==> config.mk <==
export PLATFORM = sky130hd
export DESIGN_NAME = sync_fifo_param
export DESIGN_NICKNAME = d
export VERILOG_FILES = /design/src/rtl/sync_fifo_param.sv
export SDC_FILE = /design/constraint.sdc
export NUM_CORES = 1
export LEC_CHECK = 0
export CORE_ASPECT_RATIO = 0.8
export CORE_MARGIN = 4
export CORE_UTILIZATION = 59
export CTS_BUF_LIST = sky130_fd_sc_hd__clkbuf_4
export CTS_CLUSTER_SIZE = 30
export DETAILED_ROUTE_END_ITERATION = 8
export DONT_BUFFER_PORTS = 1
export PLACE_DENSITY = 0.78
export RECOVER_POWER = 50
export SLEW_MARGIN = 5
export SYNTH_ARGS = -nofsm -noshare
export SYNTH_HDL_FRONTEND = slang
export SYNTH_SLANG_ARGS = --single-unit
==> constraint.sdc <==
create_clock -name clk -period 3.25 [get_ports clk]
set_clock_uncertainty 0.15 [all_clocks]
set_input_delay 0.8125 -clock clk [delete_from_list [all_inputs] [get_ports clk]]
set_output_delay 0.8125 -clock clk [all_outputs]
set_load 0.1 [all_outputs]
==> src/rtl/sync_fifo_param.sv <==
// sync_fifo_param: single-clock parametrised FIFO with exact fill count,
// programmable almost-full/almost-empty thresholds and overflow/underflow pulses.
//
// Optional feature: define SYNC_FIFO_FWFT_EN for first-word-fall-through reads
// (head word presented on rd_data without rd_en; rd_en pops). Without it the
// read path is registered with one cycle of latency.
//
// Ports:
//   clk           single clock, all logic on posedge
//   reset         synchronous, active-high reset
//   wr_en/wr_data write request and data
//   full          no free entry
//   almost_full   fill_count >= AFULL_THRESH
//   rd_en         read request (pop in FWFT mode)
//   rd_data       read data
//   rd_valid      rd_data holds a valid popped/head word
//   empty         no stored entry
//   almost_empty  fill_count <= AEMPTY_THRESH
//   fill_count    stored entries, 0..DEPTH
//   overflow      one-cycle pulse after wr_en while full
//   underflow     one-cycle pulse after rd_en while empty
module sync_fifo_param #(
    parameter int unsigned DATA_W        = 16,
    parameter int unsigned ADDR_W        = 3,
    parameter int unsigned AFULL_THRESH  = 2**ADDR_W - 2,
    parameter int unsigned AEMPTY_THRESH = 2
) (
    input  logic                clk,
    input  logic                reset,
    input  logic                wr_en,
    input  logic [DATA_W-1:0]   wr_data,
    output logic                full,
    output logic                almost_full,
    input  logic                rd_en,
    output logic [DATA_W-1:0]   rd_data,
    output logic                rd_valid,
    output logic                empty,
    output logic                almost_empty,
    output logic [ADDR_W:0]     fill_count,
    output logic                overflow,
    output logic                underflow
);

    localparam int unsigned DEPTH = 1 << ADDR_W;
    localparam int unsigned CNT_W = ADDR_W + 1;

    logic [DATA_W-1:0] r_mem [DEPTH];
    logic [CNT_W-1:0]  r_wr_ptr;
    logic [CNT_W-1:0]  r_rd_ptr;
    logic [CNT_W-1:0]  r_count;
    logic              r_overflow;
    logic              r_underflow;

    logic              w_full;
    logic              w_empty;
    logic              w_wr_acc;
    logic              w_rd_acc;

    // Status decodes from registered pointers; the extra MSB separates full from empty.
    assign w_empty  = (r_wr_ptr == r_rd_ptr);
    assign w_full   = (r_wr_ptr[ADDR_W] != r_rd_ptr[ADDR_W]) &&
                      (r_wr_ptr[ADDR_W-1:0] == r_rd_ptr[ADDR_W-1:0]);
    assign w_wr_acc = wr_en && !w_full;
    assign w_rd_acc = rd_en && !w_empty;

    assign full         = w_full;
    assign empty        = w_empty;
    assign almost_full  = (r_count >= CNT_W'(AFULL_THRESH));
    assign almost_empty = (r_count <= CNT_W'(AEMPTY_THRESH));
    assign fill_count   = r_count;
    assign overflow     = r_overflow;
    assign underflow    = r_underflow;

    // Pointers, fill count and error pulses.
    always_ff @(posedge clk) begin
        if (reset) begin
            r_wr_ptr    <= '0;
            r_rd_ptr    <= '0;
            r_count     <= '0;
            r_overflow  <= 1'b0;
            r_underflow <= 1'b0;
        end else begin
            if (w_wr_acc) begin
                r_wr_ptr <= r_wr_ptr + CNT_W'(1);
            end
            if (w_rd_acc) begin
                r_rd_ptr <= r_rd_ptr + CNT_W'(1);
            end
            case ({w_wr_acc, w_rd_acc})
                2'b10:   r_count <= r_count + CNT_W'(1);
                2'b01:   r_count <= r_count - CNT_W'(1);
                default: r_count <= r_count;
            endcase
            r_overflow  <= wr_en && w_full;
            r_underflow <= rd_en && w_empty;
        end
    end

    // Storage array; not cleared by reset, but writes are blocked during it.
    always_ff @(posedge clk) begin
        if (!reset && w_wr_acc) begin
            r_mem[r_wr_ptr[ADDR_W-1:0]] <= wr_data;
        end
    end

`ifdef SYNC_FIFO_FWFT_EN
    // Head word falls through; valid whenever something is stored.
    assign rd_data  = r_mem[r_rd_ptr[ADDR_W-1:0]];
    assign rd_valid = !w_empty;
`else
    logic [DATA_W-1:0] r_rd_data;
    logic              r_rd_valid;

    // Registered read: data and a one-cycle valid follow an accepted read.
    always_ff @(posedge clk) begin
        if (reset) begin
            r_rd_data  <= '0;
            r_rd_valid <= 1'b0;
        end else begin
            r_rd_valid <= w_rd_acc;
            if (w_rd_acc) begin
                r_rd_data <= r_mem[r_rd_ptr[ADDR_W-1:0]];
            end
        end
    end

    assign rd_data  = r_rd_data;
    assign rd_valid = r_rd_valid;
`endif

endmodule
==> flow_summary.json, run 1 <==
{
  "final_cells": 502,
  "vias": 2976,
  "diodes": 0,
  "grt-busiest-layer": "met2",
  "grt_use_met3_pct": 6.82,
  "final.min_clock_period_ns": 2.94,
  "grt_pass1_wl_um": 18100,
  "worstHoldStart": "reset",
  "worstSetupStartpoint": "r_wr_ptr[1]",
  "first_global_vias": 3197,
  "clockRootBuffer": "clkbuf_4",
  "worstReg2RegStart": "r_wr_ptr[1]",
  "holdCritPathClass": "input port to register",
  "setup_viol": 0,
  "synth_edf_count": 128,
  "wl_um": 11300,
  "syn_to_final_growth_pct": 9.05,
  "synthCells": 321,
  "yosys_warnings": 0,
  "worstSetupPathType": "register to output port",
  "holdPathEnd": "r_rd_ptr[1]",
  "dr.pass1.iters": 4,
  "r2r_end": "fill_count[3]",
  "ys.flop_type": "edfxtp_1",
  "grt_antenna_before_repair": 0,
  "drv_cap": 0,
  "cp-start-kind": "register",
  "place_hpwl_um": 7230,
  "synth-seq-cells": 159,
  "p_per_area_mw_per_mm2": 646,
  "start_util_pct": 60.5,
  "die_h_um": 99.9,
  "synthArstFlopShare_pct": 0,
  "r2r_slack_ns": 0.35,
  "port_buffers": 0,
  "path_max_fanout": 9,
  "grtUsageTotal_pct": 20.5,
  "place_congestion": 0.809,
  "grt_setup_unrepaired": "no",
  "cts_tree": "done",
  "ant_nets": 0,
  "post-route-period-util_pct": 90.4,
  "post_dp_cell_area_mm2": 0.00658,
  "hold_buffers": 0,
  "rows": 33,
  "layout_commonest_cell": "edfxtp_1",
  "worstPathRequired_ns": 2.29,
  "insertion_delay_ns": 0.51,
  "met1_usage_pct": 26.9,
  "fin_area_mm2": 0.00679,
  "cts_buffer_depth": 2,
  "cp-end-kind": "output port",
  "avgRoutedWirePerCell_um": 22.6,
  "crit_arrival_ns": 1.98,
  "grt_max_degree": 36,
  "layout_common_cells": "edfxtp_1 (128), mux4_2 (31), dfxtp_1 (30), clkbuf_4 (20)",
  "core-area_mm2": 0.0103,
  "worst_pin_slew_ns": 1.32,
  "dieArea_mm2": 0.0123,
  "rr_worst_depth": 9,
  "synth_area_per_cell_um2": 19.4,
  "post-route-util_pct": 66.0,
  "drc": 0,
  "dpl_worst_slack_ns": 0.366,
  "tns_ns": 0,
  "power_leakage_nw": 2.22,
  "h-tree-depth": 4,
  "cts_sinks": 159,
  "clkTransAtPathRegs_ns": 0.12,
  "synth_nets": 347,
  "synth_cell_types": 42,
  "cts_resized": 0,
  "max_freq_mhz": 340,
  "grt_use_met2_pct": 32.9,
  "grt_overflow_total": 0,
  "seq_area_frac_synth_pct": 71.7,
  "slew_viol_final": 0,
  "numCtsBuffers": 17,
  "ir_drop_mv": 0.408,
  "placed_cells": 470,
  "setup_ws_ns": 0.312,
  "run_status": "finished clean",
  "holdPathStages": 1,
  "die_w_um": 123,
  "pin_count": 47,
  "drive_above_1_share_pct": 31.5,
  "synth_area_mm2": 0.00622,
  "first_iter_violations": 280,
  "post_drt_via_cell_ratio": 5.93,
  "max_slew_margin_pct": 12.3,
  "hold_viol": 0,
  "post-cts-setup-buffers": 0,
  "final_nets": 375
}
## report_power, final
part	leakage [nW]	total (W)	switching [W]	internal, W
sequential	1.41	0.00261	0.000335	0.00228
clock	0.148	0.00104	0.000639	0.000399
combinational	0.664	0.000733	0.000473	0.000259
total	2.22	0.00438	0.00145	0.00294
## layer usage
metal / wire [µm] / up-vias / part of all wire [%]
met5: 0 / - / 0
met1: 4610 / 1519 / 41
li1: - / 1344 / -
met4: 74 / 0 / 0.65
met2: 5680 / 106 / 50
met3: 979 / 7 / 8.6
## final cells by class
cell class / instances / area, µm²
timing repair buffer: 27 / 209
fill: 671 / 3490
clock buffer: 20 / 150
tap: 140 / 175
multi-input combinational: 137 / 1670
clock inverter: 12 / 95.1
sequential: 159 / 4470
inverter: 7 / 26.3
## how the worst max path moves through the flow
stage                          to  cells after the start  slack, ns
finish                       full                      3       0.31
global placement    fill_count[3]                      9       0.48
floorplan                    full                      3      -0.15
CTS                          full                      3       0.23
detailed placement  fill_count[3]                      9       0.37
global route                 full                      3       0.16
## Yosys cell counts, types with 3 or more instances
| master | count | share of area, % |
|---|---|---|
| edfxtp_1 | 128 | 62 |
| dfxtp_1 | 31 | 10 |
| mux4_2 | 31 | 11 |
| a22o_1 | 16 | 2.3 |
| mux2_2 | 16 | 2.9 |
| nor2_1 | 15 | 0.90 |
| a21oi_1 | 8 | 0.64 |
| inv_1 | 7 | 0.42 |
| buf_2 | 6 | 0.48 |
| clkbuf_1 | 6 | 0.36 |
| ha_1 | 5 | 1.0 |
| xor2_1 | 5 | 0.70 |
| o21ai_0 | 4 | 0.32 |
| nand2b_1 | 3 | 0.30 |
| nand3_1 | 3 | 0.24 |
| or3_1 | 3 | 0.30 |
## sequential cells by signal, indices dropped and copies added (netlist names)
name and cells:
r_mem 128, rd_data 16, fill_count 4, r_rd_ptr 4, r_wr_ptr 4, overflow 1, rd_valid 1, underflow 1
## metrics by stage
step	hold slack, ns	power [W]
after detailed placement	0.394	0.00341
after global placement	0.350	0.00339
after floorplan	0.344	0.00325
final	0.198	0.00438
after global routing	0.130	0.00457
after CTS	0.134	0.00444
## worst max-delay path: stages (launching register included)
cell and delay [ns]:
dfxtp_1 0.60, xor2_4 0.20, nor4_4 0.31, buf_4 0.34
## cells by family (layout without fill, tap and decap cells)
group                    Yosys count  in the layout  share of synthesized area, %
AO/OA/AOI/OAI                     34             34                          4.58
XOR/XNOR                           9              9                          1.99
adder cells (fa/ha/maj)            6              6                          1.33
buffers and inverters             25             66                          2.17
flip-flops                       159            159                          71.7
multiplexers                      50             50                          14.9
AND/OR/NAND/NOR                   38             38                          3.34
Note: power is estimated with default switching activity, not from simulation.
==> run 2, diff against run 1 <==
--- a/config.mk
+++ b/config.mk
@@ -9,7 +9,7 @@
 export CORE_MARGIN = 4
 export CORE_UTILIZATION = 59
 export CTS_BUF_LIST = sky130_fd_sc_hd__clkbuf_4
-export CTS_CLUSTER_SIZE = 30
+export CTS_CLUSTER_DIAMETER = 100
 export DETAILED_ROUTE_END_ITERATION = 8
 export DONT_BUFFER_PORTS = 1
 export PLACE_DENSITY = 0.78
==> results of run 2 <==
Same layout as run 1: the final DEF is identical, and so are final timing and power.
==> variant 1 (settings of run 2) <==
The option `SYNC_FIFO_FWFT_EN` is turned on by a define.
--- a/src/rtl/sync_fifo_param.sv
+++ b/src/rtl/sync_fifo_param.sv
@@ -21,2 +21,4 @@
 //   underflow     one-cycle pulse after rd_en while empty
+`define SYNC_FIFO_FWFT_EN
+
 module sync_fifo_param #(
Behaviour: not the same (a bounded check fails within 4 cycles, from zero or initial values and one cycle with reset high).
==> variant 1 against run 2 <==
- sequential power down 18%
- critical endpoint is now rd_data[10]
- power up 6.7%
- sequential cell count down 14
- core utilization up 1.8 points
- worst hold slack better by 0.020 ns
- cell area down 3.2%
- wire length down 6.3%
- final cell count down 6.6%
- non-clock buffer count down 7
- synthesized area down 5.5%
- largest cell class unchanged
- worst setup slack worse by 0.21 ns
==> variant 1: results (changes against run 2) <==
routing:
  drt_iter0_drc: 220  # -21%
  drt_wl_total_um: 10600  # -6.3%
  detail_route.vias_per_cell: 5.95  # +0.35%
cts:
  root_buffer: "clkbuf_4"
  clk_pin_slew_ns: 0.11
  clockBufferDepth: 2  # unchanged
  clk_latency_ns: 0.51  # about the same
  ctsHoldBuffers: 0  # unchanged
place:
  place_ws_ns: 0.390  # +0.0237 ns
  gp_congestion: 0.835  # +3.2%
  dpl.cell_count: 438  # -6.8%
  place.detailed.hpwl_um: 6170  # -15%
cells_and_area:
  fin_cells: 469  # -6.6%
  diodes: 0  # unchanged
  fin_nets: 346  # -7.7%
  largest_reg_flops: 128  # unchanged
  drive_gt1_share_pct: 25.2  # -6.3 points
  n_fill_cell: 635  # -5.4%
pwr:
  vdd_drop_max_mv: 0.469  # +15%
  p_int_mw: 3.11  # +5.8%
  power_leakage_nw: 2.20  # -1.1%
sta:
  slew_headroom_pct: 16.8  # +4.5 points
yosys:
  ys_seq_area_share_pct: 71.1  # -0.61 points
  syn-num-nets: 321  # -7.5%
  synth_edf_count: 128  # unchanged
  synthTopCellsByArea: "edfxtp_1 65%, mux4_1 12%, dfxtp_1 5.8%"
  synth_ff_type: "edfxtp_1"
  synth_commonest_cells: "128 x edfxtp_1, 27 x mux4_1, 17 x dfxtp_1, 17 x mux2_2, 16 x nor2_1"
  yosys_warnings: 0  # unchanged
  syn_inst: 296  # -7.8%
  synth_cell_type_count: 40  # -4.8%
global_routing:
  grt_usage_pct: 19.4  # -1.1 points
  antenna_found_initial: 0  # unchanged
  grt_max_degree: 33  # -8.3%
  grt_first_pass_wirelength_um: 16800  # -6.9%
  grt_pass1_vias: 2928  # -8.4%
setup_path:
  max_stage_delay_ns: 0.57  # -0.03 ns
  path_delay_family: "multiplexers"
  crit_slowest_cell: "mux4_1"
  crit_fanout: 32  # +23
  crit_arrival_ns: 2.19  # +0.21 ns
run_status:
  status: "complete, no violations"
hold_path:
  hp-class: "primary input to register"
[variant 1: kinds of logic after synthesis]
group                    synth area share, %
adder cells (fa/ha/maj)                 1.06
AO/OA/AOI/OAI                           2.08
flip-flops                              71.1
multiplexers                            17.6
AND/OR/NAND/NOR                         4.04
buffers and inverters                   2.25
XOR/XNOR                                1.87
[variant 1: path summary, 6_finish.rpt]
path | from | to | slack, ns | cells past startpoint
max reg2reg | r_rd_ptr[3] | r_mem[7][13] | 0.36 | 4
min reg2reg | r_rd_ptr[3] | r_rd_ptr[3] | 0.40 | 2
min | reset | fill_count[1] | 0.22 | 1
max | register | rd_data[10] | 0.10 | 3
[variant 1: cell type report]
type / instances / share of cell area [%]
repair buffers: 20 / 2.51
multi-input cells: 130 / 25.6
clock buffers: 17 / 1.94
flip-flops and latches: 145 / 63.7
well taps: 136 / 2.59
clock inverters: 14 / 3.27
inverters: 7 / 0.400
[variant 1: worst reg2reg max path, stage by stage, from the launching register on]
cell and delay, ns:
dfxtp_1 0.38, xnor2_1 0.54, o21ai_0 0.44, nor2_1 0.73
buf_4 0.35
[variant 1: per-layer routing]
| metal | routed length (µm) | global-route usage, % | part of all wire (%) |
|---|---|---|---|
| met5 | 0 | 0 | 0 |
| met2 | 5330 | 30.8 | 50 |
| met1 | 4680 | 26.4 | 44 |
| met4 | 118 | 5.81 | 1.1 |
| met3 | 506 | 5.82 | 4.8 |
[variant 1: repair_timing]
item	CTS	global route
endpoints found under the hold margin	0	0
resized for setup	3	14
buffers inserted	0	0
setup endpoints to repair	2	14
[variant 1: stage by stage]
stage | power (mW) | utilization [%] | hold WS, ns | TNS (ns) | area [µm²]
2_1_floorplan | 3.22 | - | 0.353 | -0.0201 | 5910
3_3_place_gp | 3.36 | 64.0 | 0.357 | 0 | 6200
3_5_place_dp | 3.37 | 64.0 | 0.371 | 0 | 6200
4_1_cts | 4.67 | 67.6 | 0.167 | 0 | 6550
5_1_grt | 4.85 | 67.8 | 0.158 | 0 | 6570
6_report | 4.68 | 67.8 | 0.217 | 0 | 6570
[variant 1: power by group through the flow]
stage	Clock [mW]	Sequential [mW]	Combinational [mW]
after floorplan	0	2.27	0.952
after global placement	0	2.18	1.18
after detailed placement	0	2.18	1.19
after CTS	1.34	2.14	1.20
after global routing	1.43	2.15	1.27
final	1.32	2.14	1.22
==> variant 2 (flow settings as in run 2) <==
Made on the original files. Put one more register stage on the output `overflow`. The value now appears one clock later. The other outputs are not delayed to match. Comments in the files are not updated.
--- a/src/rtl/sync_fifo_param.sv
+++ b/src/rtl/sync_fifo_param.sv
@@ -70,3 +70,5 @@
     assign fill_count   = r_count;
-    assign overflow     = r_overflow;
+    always_ff @(posedge clk) begin
+        overflow <= r_overflow;
+    end
     assign underflow    = r_underflow;
Formal check against the unedited RTL: not equivalent (Yosys sat finds a counterexample within 10 cycles, from zero or initial values and one cycle with reset high).
==> variant 2 against run 2 <==
- wire length fell by 1.9%
- via count shrank 0.44%
- sequential cell count grew 1
- core utilization is 0.40 points higher
- cell area up 0.61%
- worst setup slack improved by 0.0039 ns
- power grew 4.0%
- die area grew 0.30%
- clock power is 16% higher
- worst hold slack worse by 0.022 ns
- final cell count grew 0.20%
- combinational power decreased by 0.8%
- synthesized area rose by 0.32%
- largest power group unchanged
- highest routed layer unchanged
==> variant 2: results (changes against run 2) <==
sta:
  tightest_slew_ns: 1.09  # -0.228 ns
  finalMaxSlewViolations: 0  # unchanged
routing:
  drt_wl_total_um: 11100  # -1.9%
  via_count: 2963  # -0.44%
  drt_iter0_drc: 285  # +1.8%
yosys:
  synthTopCellsByArea: "edfxtp_1 62%, mux4_2 11%, dfxtp_1 10%"
  syn-num-nets: 348  # +0.29%
  synth_commonest_cells: "128 x edfxtp_1, 32 x dfxtp_1, 31 x mux4_2"
  syn_inst: 322  # +0.31%
  ys_seq_area_share_pct: 71.8  # +0.091 points
place:
  dpl.cell_count: 471  # +0.21%
  place_ws_ns: 0.345  # -0.0206 ns
  gp_congestion: 0.814  # +0.61%
  place.detailed.hpwl_um: 6940  # -4.0%
global_routing:
  grt_usage_pct: 20.0  # -0.48 points
  grt_first_pass_wirelength_um: 17600  # -2.7%
  grt_pass1_vias: 3182  # -0.47%
setup_path:
  max_stage_delay_ns: 0.64  # +0.04 ns
  crit_slowest_cell: "dfxtp_1"
pwr:
  vdd_drop_max_mv: 0.435  # +6.7%
  power.switching_mw: 1.47  # +1.7%
  power_leakage_nw: 2.23  # +0.26%
cells_and_area:
  fin_nets: 376  # +0.27%
  drive_gt1_share_pct: 30.9  # -0.64 points
  diodes: 0  # unchanged
  fin_cells: 503  # +0.20%
cts:
  clk_latency_ns: 0.53  # +0.02 ns
run_status:
  status: "complete, no violations"
[variant 2: changes by cell type after synthesis, sizes merged]
| cell | run 2 | this run |
|---|---|---|
| dfxtp | 31 | 32 |
[variant 2: final timing paths]
path / from / slack (ns) / cells after the start / to
max: r_wr_ptr[0] / 0.32 / 3 / full
min: reset / 0.18 / 1 / fill_count[3]
max reg2reg: r_wr_ptr[0] / 0.32 / 9 / fill_count[3]
min reg2reg: r_overflow / 0.19 / 0 / overflow
[variant 2: logic make-up (layout without fill, tap and decap cells)]
| logic type | Yosys count | count (layout) | share of synthesized area [%] |
|---|---|---|---|
| compound gates | 34 | 34 | 4.57 |
| xor+xnor | 9 | 9 | 1.98 |
| fa+ha+maj | 6 | 6 | 1.32 |
| buf+inv | 25 | 66 | 2.16 |
| flops | 160 | 160 | 71.8 |
| mux | 50 | 50 | 14.8 |
| simple gates | 38 | 38 | 3.33 |
[variant 2: area by class of cell]
cell class | instances | area [µm²]
flip-flops and latches | 160 | 4490
fillers | 679 | 3450
inverters | 7 | 26.3
multi-input cells | 137 | 1670
repair buffers | 27 | 170
clock inverters | 14 | 165
well taps | 140 | 175
clock buffers | 18 | 135
[variant 2: power by group through the flow]
stage                     Clock, mW  Sequential [mW]  Combinational (mW)
after CTS                      1.24             2.63               0.750
after floorplan                   0             2.76               0.511
final                          1.21             2.62               0.727
after detailed placement          0             2.67               0.747
after global placement            0             2.67               0.734
after global routing           1.33             2.64               0.784
[variant 2: critical path, delay by kind of cell, from the launching register on]
| family | cells | cell delay, ns |
|---|---|---|
| xor gates and xnor gates | 1 | 0.21 |
| buffers and inverters | 1 | 0.34 |
| DFF | 1 | 0.64 |
| and+or+nand+nor | 1 | 0.25 |
[variant 2: metrics by stage]
step	instance area, µm²	setup TNS (ns)
after global routing	6830	0
after CTS	6860	0
after detailed placement	6560	0
final	6830	0
after global placement	6560	0
after floorplan	6260	-0.211
[variant 2: per-layer routing]
metal / wire [µm] / GRT usage (%) / part of all wire, % / up-vias
met5: 0 / 0 / 0 / -
met4: 123 / 7.66 / 1.1 / 0
met3: 831 / 4.79 / 7.5 / 12
met2: 5640 / 33.0 / 51 / 87
met1: 4540 / 26.1 / 41 / 1518
li1: - / - / - / 1346
